[config.mk]
export PLATFORM = sky130hd
export DESIGN_NAME = mem_arbiter
export DESIGN_NICKNAME = d
export VERILOG_FILES = /design/src/rtl/mem_arbiter_pkg.sv /design/src/rtl/mem_arbiter.sv
export SDC_FILE = /design/constraint.sdc
export NUM_CORES = 1
export LEC_CHECK = 0
export ABC_AREA = 1
export CORE_ASPECT_RATIO = 0.6
export CORE_MARGIN = 2
export CORE_UTILIZATION = 30
export DETAILED_ROUTE_END_ITERATION = 12
export MAX_ROUTING_LAYER = met4
export PLACE_DENSITY = 0.64
export SYNTH_ARGS = -nofsm -noshare
export SYNTH_HDL_FRONTEND = slang
export SYNTH_SLANG_ARGS = --single-unit
[constraint.sdc]
create_clock -name clk -period 7.2 [get_ports clk]
set_clock_uncertainty 0.15 [all_clocks]
set_input_delay 1.44 -clock clk [delete_from_list [all_inputs] [get_ports clk]]
set_output_delay 1.44 -clock clk [all_outputs]
set_load 0.02 [all_outputs]
[src/rtl/mem_arbiter_pkg.sv]
// Shared types for the two-master memory arbiter: FSM state encoding and master IDs.
package mem_arbiter_pkg;

    typedef enum logic [1:0] {
        S_IDLE      = 2'd0,
        S_REQ       = 2'd1,
        S_WAIT_RESP = 2'd2,
        S_RESP      = 2'd3
    } state_t;

    typedef enum logic {
        MST_IFU = 1'b0,
        MST_LSU = 1'b1
    } mst_t;

endpackage

[src/rtl/mem_arbiter.sv]
// Arbitrates IFU and LSU requests onto one memory port, one transaction at a time.
// Define MEM_ARB_ROUND_ROBIN_EN for alternating priority; otherwise the LSU always wins ties.
module mem_arbiter
    import mem_arbiter_pkg::*;
#(
    parameter int WIDTH = 32
) (
    input  logic               clk,
    input  logic               rst,

    input  logic               ifu_req_valid,
    output logic               ifu_req_ready,
    input  logic [WIDTH-1:0]   ifu_addr,
    output logic               ifu_resp_valid,
    input  logic               ifu_resp_ready,
    output logic [WIDTH-1:0]   ifu_rdata,

    input  logic               lsu_req_valid,
    output logic               lsu_req_ready,
    input  logic [WIDTH-1:0]   lsu_addr,
    input  logic [WIDTH-1:0]   lsu_wdata,
    input  logic               lsu_wen,
    input  logic [WIDTH/8-1:0] lsu_wmask,
    output logic               lsu_resp_valid,
    input  logic               lsu_resp_ready,
    output logic [WIDTH-1:0]   lsu_rdata,

    output logic               mem_req_valid,
    input  logic               mem_req_ready,
    output logic [WIDTH-1:0]   mem_addr,
    output logic [WIDTH-1:0]   mem_wdata,
    output logic               mem_wen,
    output logic [WIDTH/8-1:0] mem_wmask,
    input  logic               mem_resp_valid,
    output logic               mem_resp_ready,
    input  logic [WIDTH-1:0]   mem_rdata
);

    state_t             r_state;
    mst_t               r_mst;
    logic [WIDTH-1:0]   r_addr;
    logic [WIDTH-1:0]   r_wdata;
    logic               r_wen;
    logic [WIDTH/8-1:0] r_wmask;
    logic [WIDTH-1:0]   r_rdata;

    logic w_idle;
    logic w_prio_lsu;
    logic w_gnt_lsu;
    logic w_gnt_any;
    logic w_resp_ready;

`ifdef MEM_ARB_ROUND_ROBIN_EN
    // Set when the LSU should win the next tie, i.e. the IFU was granted last.
    logic r_prio_lsu;
    assign w_prio_lsu = r_prio_lsu;

    always_ff @(posedge clk or posedge rst) begin
        if (rst)
            r_prio_lsu <= 1'b1;
        else if (w_gnt_any)
            r_prio_lsu <= ~w_gnt_lsu;
    end
`else
    assign w_prio_lsu = 1'b1;
`endif

    // Grants are offered only while reset is released so no ready leaks out during reset.
    assign w_idle       = (r_state == S_IDLE) && !rst;
    assign w_gnt_lsu    = lsu_req_valid && (!ifu_req_valid || w_prio_lsu);
    assign w_gnt_any    = w_idle && (ifu_req_valid || lsu_req_valid);
    assign w_resp_ready = (r_mst == MST_LSU) ? lsu_resp_ready : ifu_resp_ready;

    always_ff @(posedge clk or posedge rst) begin
        if (rst) begin
            r_state <= S_IDLE;
            r_mst   <= MST_LSU;
            r_addr  <= '0;
            r_wdata <= '0;
            r_wen   <= 1'b0;
            r_wmask <= '0;
            r_rdata <= '0;
        end else begin
            case (r_state)
                S_IDLE: begin
                    if (w_gnt_any) begin
                        r_state <= S_REQ;
                        if (w_gnt_lsu) begin
                            r_mst   <= MST_LSU;
                            r_addr  <= lsu_addr;
                            r_wdata <= lsu_wdata;
                            r_wen   <= lsu_wen;
                            r_wmask <= lsu_wmask;
                        end else begin
                            r_mst   <= MST_IFU;
                            r_addr  <= ifu_addr;
                            r_wdata <= '0;
                            r_wen   <= 1'b0;
                            r_wmask <= '0;
                        end
                    end
                end
                S_REQ: begin
                    if (mem_req_ready)
                        r_state <= S_WAIT_RESP;
                end
                S_WAIT_RESP: begin
                    if (mem_resp_valid) begin
                        r_rdata <= mem_rdata;
                        r_state <= S_RESP;
                    end
                end
                S_RESP: begin
                    if (w_resp_ready)
                        r_state <= S_IDLE;
                end
                default: r_state <= S_IDLE;
            endcase
        end
    end

    assign ifu_req_ready  = w_idle && ifu_req_valid && !w_gnt_lsu;
    assign lsu_req_ready  = w_idle && w_gnt_lsu;

    assign ifu_resp_valid = (r_state == S_RESP) && (r_mst == MST_IFU);
    assign lsu_resp_valid = (r_state == S_RESP) && (r_mst == MST_LSU);
    assign ifu_rdata      = r_rdata;
    assign lsu_rdata      = r_rdata;

    // Request fields are only presented while the request is live.
    assign mem_req_valid  = (r_state == S_REQ);
    assign mem_addr       = mem_req_valid ? r_addr  : '0;
    assign mem_wdata      = mem_req_valid ? r_wdata : '0;
    assign mem_wen        = mem_req_valid && r_wen;
    assign mem_wmask      = mem_req_valid ? r_wmask : '0;
    assign mem_resp_ready = (r_state == S_WAIT_RESP);

endmodule
======== Yosys cells after proc, flatten, opt, wreduce, memory -nomap -nowiden ========
Index checks and enable logic that the tools add are counted.
operators by class
  reductions and logical operators ........ 15
  eq/ne operators ......................... 7
  bitwise operators ....................... 1
  mux-type cells .......................... 14
operators with widths
  operator            number
  $mux 32             4
  $logic_and 1x1->1   8
  $mux 2              4
  $mux 4              2
  $pmux 2 s4          1
  $ne 2x2->1 const B  3
  $eq 2x2->1 const B  2
  $reduce_and 2->1    2
  $reduce_and 4->1    1
  $mux 1              3
  $eq 2x1->1 const B  1
  $logic_not 1->1     2
  $logic_not 2->1     1
  $ne 2x1->1 const B  1
  $logic_or 1x1->1    1
  $not 1->1           1
word-level totals
  bits in registers ....................... 104
  input bits .............................. 141

======== Depth between registers and ports, before layout ========
  depth after elaboration ................. 5
  mapped depth ............................ 9

======== Least setup slack after synthesis ========
No wires, ideal clock.
  path type ............................... in2out
  start ................................... input port rst
  end ..................................... output port ifu_req_ready
  setup slack ............................. 0.895 ns
  arrival time ............................ 4.715 ns
  cell stages on the path ................. 5
  data required time ...................... 5.610 ns
  path through ............................ inv_1 nand3_1 buf_2 buf_4 nor2_1
on the way
  cells in the longest elaborated chain, start to end .. 4
RTL lines
  element                           line                RTL
  start, declared                   mem_arbiter.sv:9    input logic rst,
  $logic_not 1->1 (no source line)  n/a
  $logic_and 1x1->1                 mem_arbiter.sv:69   assign w_idle = (r_state == S_IDLE) && !rst;
  $logic_and 1x1->1 (2 in a row)    mem_arbiter.sv:122  assign ifu_req_ready = w_idle && ifu_req_valid && !w_gnt_lsu;
  end, declared                     mem_arbiter.sv:12   output logic ifu_req_ready,
No other way between the ends.

======== Final worst setup path ========
  start ................................... input port lsu_req_valid
  end ..................................... output port lsu_req_ready
on the way
  cells in the longest elaborated chain, start to end .. 1
RTL lines
  element            line                RTL
  start, declared    mem_arbiter.sv:18   input logic lsu_req_valid,
  $logic_and 1x1->1  mem_arbiter.sv:123  assign lsu_req_ready = w_idle && w_gnt_lsu;
  end, declared      mem_arbiter.sv:19   output logic lsu_req_ready,
No other way between the ends.

==> results.toml <==
[job]
drv_cap = 0

[clock_network]
cts_max_path_buffers = 2
postCtsResizedCells = 0
cts.root.buffer_cell = "sky130_fd_sc_hd__clkbuf_16"
ctsHoldBuffers = 0
cts-buffers-inserted = 9
cts_tree = "done"
numClockSinks = 104
cts_post_setup_buffers_inserted = 0
clkSlewWorstSetupHoldPaths_ns = 0.06
worst_skew_pair.late_latency_ns = 0.34
htree_num_levels = 3

[power]
power_leakage_nw = 4.17
fraction_of_power_consumed_by_sequential_logic = 0.313
comb_power_share = 0.540
power.net_switching_mw = 1.34
share_clk_of_total_power = 0.148
swShare = 0.401
vdd.ir_drop.worst_uv = 146
power.density_mw_per_mm2 = 405
cellInternalPower_mw = 2.01

[critical_path]
cp_cell_sequence = "buf_2, nand3_2, buf_4, inv_1, clkdlybuf4s50_1"
critical_path_class = "primary input to primary output"
critical-path-top-delay-family = "buffers and inverters"
worst-path-max-fanout = 67
cell_with_the_largest_stage_delay_on_the_worst_path = "sky130_fd_sc_hd__buf_2"
critical-path-max-stage-delay_ns = 0.72
critical_path_buf_inv_count = 4
cp.arrival_ns = 3.34
ff2ff_setup_slack_ns = 4.45
end_kind = "primary output"
worstSetupStartpointType = "primary input"
timing.critical_path.required_ns = 5.61

[layout]
final_net_count = 1026
finish.utilization = 0.482
layout.cells.non_filler = 1119
syn_to_final_growth_pct = 56.9
drive_gt1_frac = 0.0724

[yosys]
postSynthNetCount = 798
syn_area_per_cell_um2 = 8.08
largest_family_of_logic_cells_by_synthesized_area = "simple AND/OR/NAND/NOR gates"
seq_area_frac_synth = 0.493
synthCells = 653
yosys.area_share.adder = 0.00948
synth_compound_gate_area_share = 0.0652
synth-simple-area-share = 0.201
ys.warnings.count = 0
post_synth_mux_area_share = 0.0683
synth.lib_cells_used.distinct = 19
yosys_register_bits = 104
xor_and_xnor_area_share_after_synthesis = 0
synthesis.area_mm2 = 0.00528

[placed_design]
placed_cells = 1104
buffer_ports.inserted = 279
place_worst_setup_slack_ns = 2.25
gpl.final_weighted_congestion = 0.828
dp.final_hpwl_um = 11100

[grt]
globalRouteMet2Util = 0.262
first_global_vias = 4356
grt_pass1_wl_um = 23400
grt.busiest_layer = "met2"
antenna_violations_before_repair = 1
grt_remaining_overflow = 0
global_route.usage.total = 0.167
grt_util_met1 = 0.211
grt_max_degree = 72
gr-usage-met3 = 0.0589

[die]
floorplan.die_area_mm2 = 0.0187
fp-row-count = 37
coreArea_mm2 = 0.0172
io_pins = 280
floorplan.initialDensity = 0.307
die_w_um = 175
die_height_um = 107

[sta]
drv_slew = 0
finalHoldViolations = 0
setup_viol = 0
fin_ws_ns = 2.27
fmaxAchievable_mhz = 203
worst-slew-pin-transition_ns = 1.16
finalWorstPathRequiredPeriod_ns = 4.93
worst_slew_margin_rel = 0.222
rsz0062_at_grt = "false"
setup_total_negative_slack_ns = 0
final_min_period_over_clock_period = 0.685

[detailed_routing]
ant_nets = 0
dr_drc_count = 0
post_drt_via_cell_ratio = 4.22
first_pass_iters = 4
totalWireLength_um = 15100
detail_route.wl_per_cell_um = 13.5
drt-initial-drc-count = 269
vias = 4722

[hold_path]
min_path_type = "register to register"

[outcome]
result_of_the_run = "completed"
-- worst reg2reg max path, delay by kind of cell, from the launching register on --
kind	cells	cell delay [ns]
AO/OA/AOI/OAI	1	0.06
adder cells (fa/ha/maj)	1	0.27
AND/OR/NAND/NOR	3	1.22
buffers and inverters	2	0.47
flip-flops	1	0.41
-- power by group through the flow --
stage | registers [mW] | clock network (mW) | logic (mW)
after detailed placement | 1.06 | 0 | 1.83
final | 1.05 | 0.495 | 1.81
after CTS | 1.05 | 0.516 | 1.84
after global routing | 1.09 | 0.538 | 1.96
after floorplan | 1.13 | 0 | 1.02
after global placement | 1.05 | 0 | 1.82
-- registers in the layout (all words and copies together) (netlist names) --
register and flops:
ifu_rdata 32, r_addr 32, r_wdata 32, r_wmask 4
r_state 2, r_mst 1, r_wen 1
-- cell usage in the layout (no fill, tap or decap), types with 2 or more instances in the layout --
cell type,Yosys,final
sky130_fd_sc_hd__clkdlybuf4s50_1,0,278
sky130_fd_sc_hd__nand3_1,40,39
sky130_fd_sc_hd__a21oi_1,29,29
sky130_fd_sc_hd__nand3_2,1,2
sky130_fd_sc_hd__inv_1,112,111
sky130_fd_sc_hd__o21ai_0,33,33
sky130_fd_sc_hd__ha_1,4,3
sky130_fd_sc_hd__buf_4,36,7
sky130_fd_sc_hd__a21oi_2,3,3
sky130_fd_sc_hd__nand2_1,187,186
sky130_fd_sc_hd__clkbuf_16,0,9
sky130_fd_sc_hd__mux2_2,32,32
sky130_fd_sc_hd__nor2_1,35,35
sky130_fd_sc_hd__nand4_1,2,2
sky130_fd_sc_hd__dfrtp_1,103,103
-- logic make-up after synthesis --
group / Yosys count
AO/OA/AOI/OAI: 66
adder cells (fa/ha/maj): 4
flip-flops: 104
buffers and inverters: 181
multiplexers: 32
AND/OR/NAND/NOR: 266
-- cells in the mapped netlist --
cell type,n,area [um2]
sky130_fd_sc_hd__a21oi_1,29,145
sky130_fd_sc_hd__a21oi_2,3,26.3
sky130_fd_sc_hd__buf_2,22,110
sky130_fd_sc_hd__buf_4,36,270
sky130_fd_sc_hd__buf_6,2,22.5
sky130_fd_sc_hd__clkbuf_1,9,33.8
sky130_fd_sc_hd__dfrtp_1,103,2580
sky130_fd_sc_hd__dfstp_2,1,26.3
sky130_fd_sc_hd__ha_1,4,50.1
sky130_fd_sc_hd__inv_1,112,420
sky130_fd_sc_hd__mux2_2,32,360
sky130_fd_sc_hd__nand2_1,187,702
sky130_fd_sc_hd__nand3_1,40,200
sky130_fd_sc_hd__nand3_2,1,10.0
sky130_fd_sc_hd__nand4_1,2,12.5
sky130_fd_sc_hd__nor2_1,35,131
sky130_fd_sc_hd__o21ai_0,33,165
sky130_fd_sc_hd__o21bai_1,1,7.51
sky130_fd_sc_hd__or2_2,1,6.26
-- stage by stage --
| step | cell area, um2 | power [mW] | hold WS [ns] |
|---|---|---|---|
| 3_3_place_gp | 7990 | 2.87 | 0.335 |
| 3_5_place_dp | 7990 | 2.89 | 0.338 |
| 6_report | 8280 | 3.35 | 0.352 |
| 2_1_floorplan | 5280 | 2.14 | 0.321 |
| 4_1_cts | 8280 | 3.40 | 0.356 |
| 5_1_grt | 8280 | 3.58 | 0.370 |
-- per-layer routing --
layer / share of wire / up-vias
met5: 0 / -
met4: 0.0063 / 0
met3: 0.084 / 11
met2: 0.45 / 179
met1: 0.45 / 2137
li1: - / 2395
-- worst paths after layout --
kind	from	depth (start not counted)	end
min	r_wmask[0]	2	r_wmask[0]
min reg2reg	r_wmask[0]	2	r_wmask[0]
max reg2reg	r_state[0]	7	r_addr[27]
min in group asynchronous	rst	3	r_wdata[5]
max	lsu_req_valid	5	lsu_req_ready
max in group asynchronous	rst	4	r_wdata[18]
-- area by class of cell --
cell class	instances	area, um2
Multi-Input combinational cell	368	1830
Clock buffer	10	239
Antenna cell	1	2.50
Clock inverter	4	55.1
Timing Repair Buffer	286	2840
Inverter	112	423
Tap cell	234	293
Fill cell	1680	8890
Sequential cell	104	2600
Note: power is estimated with default switching activity, not from simulation.
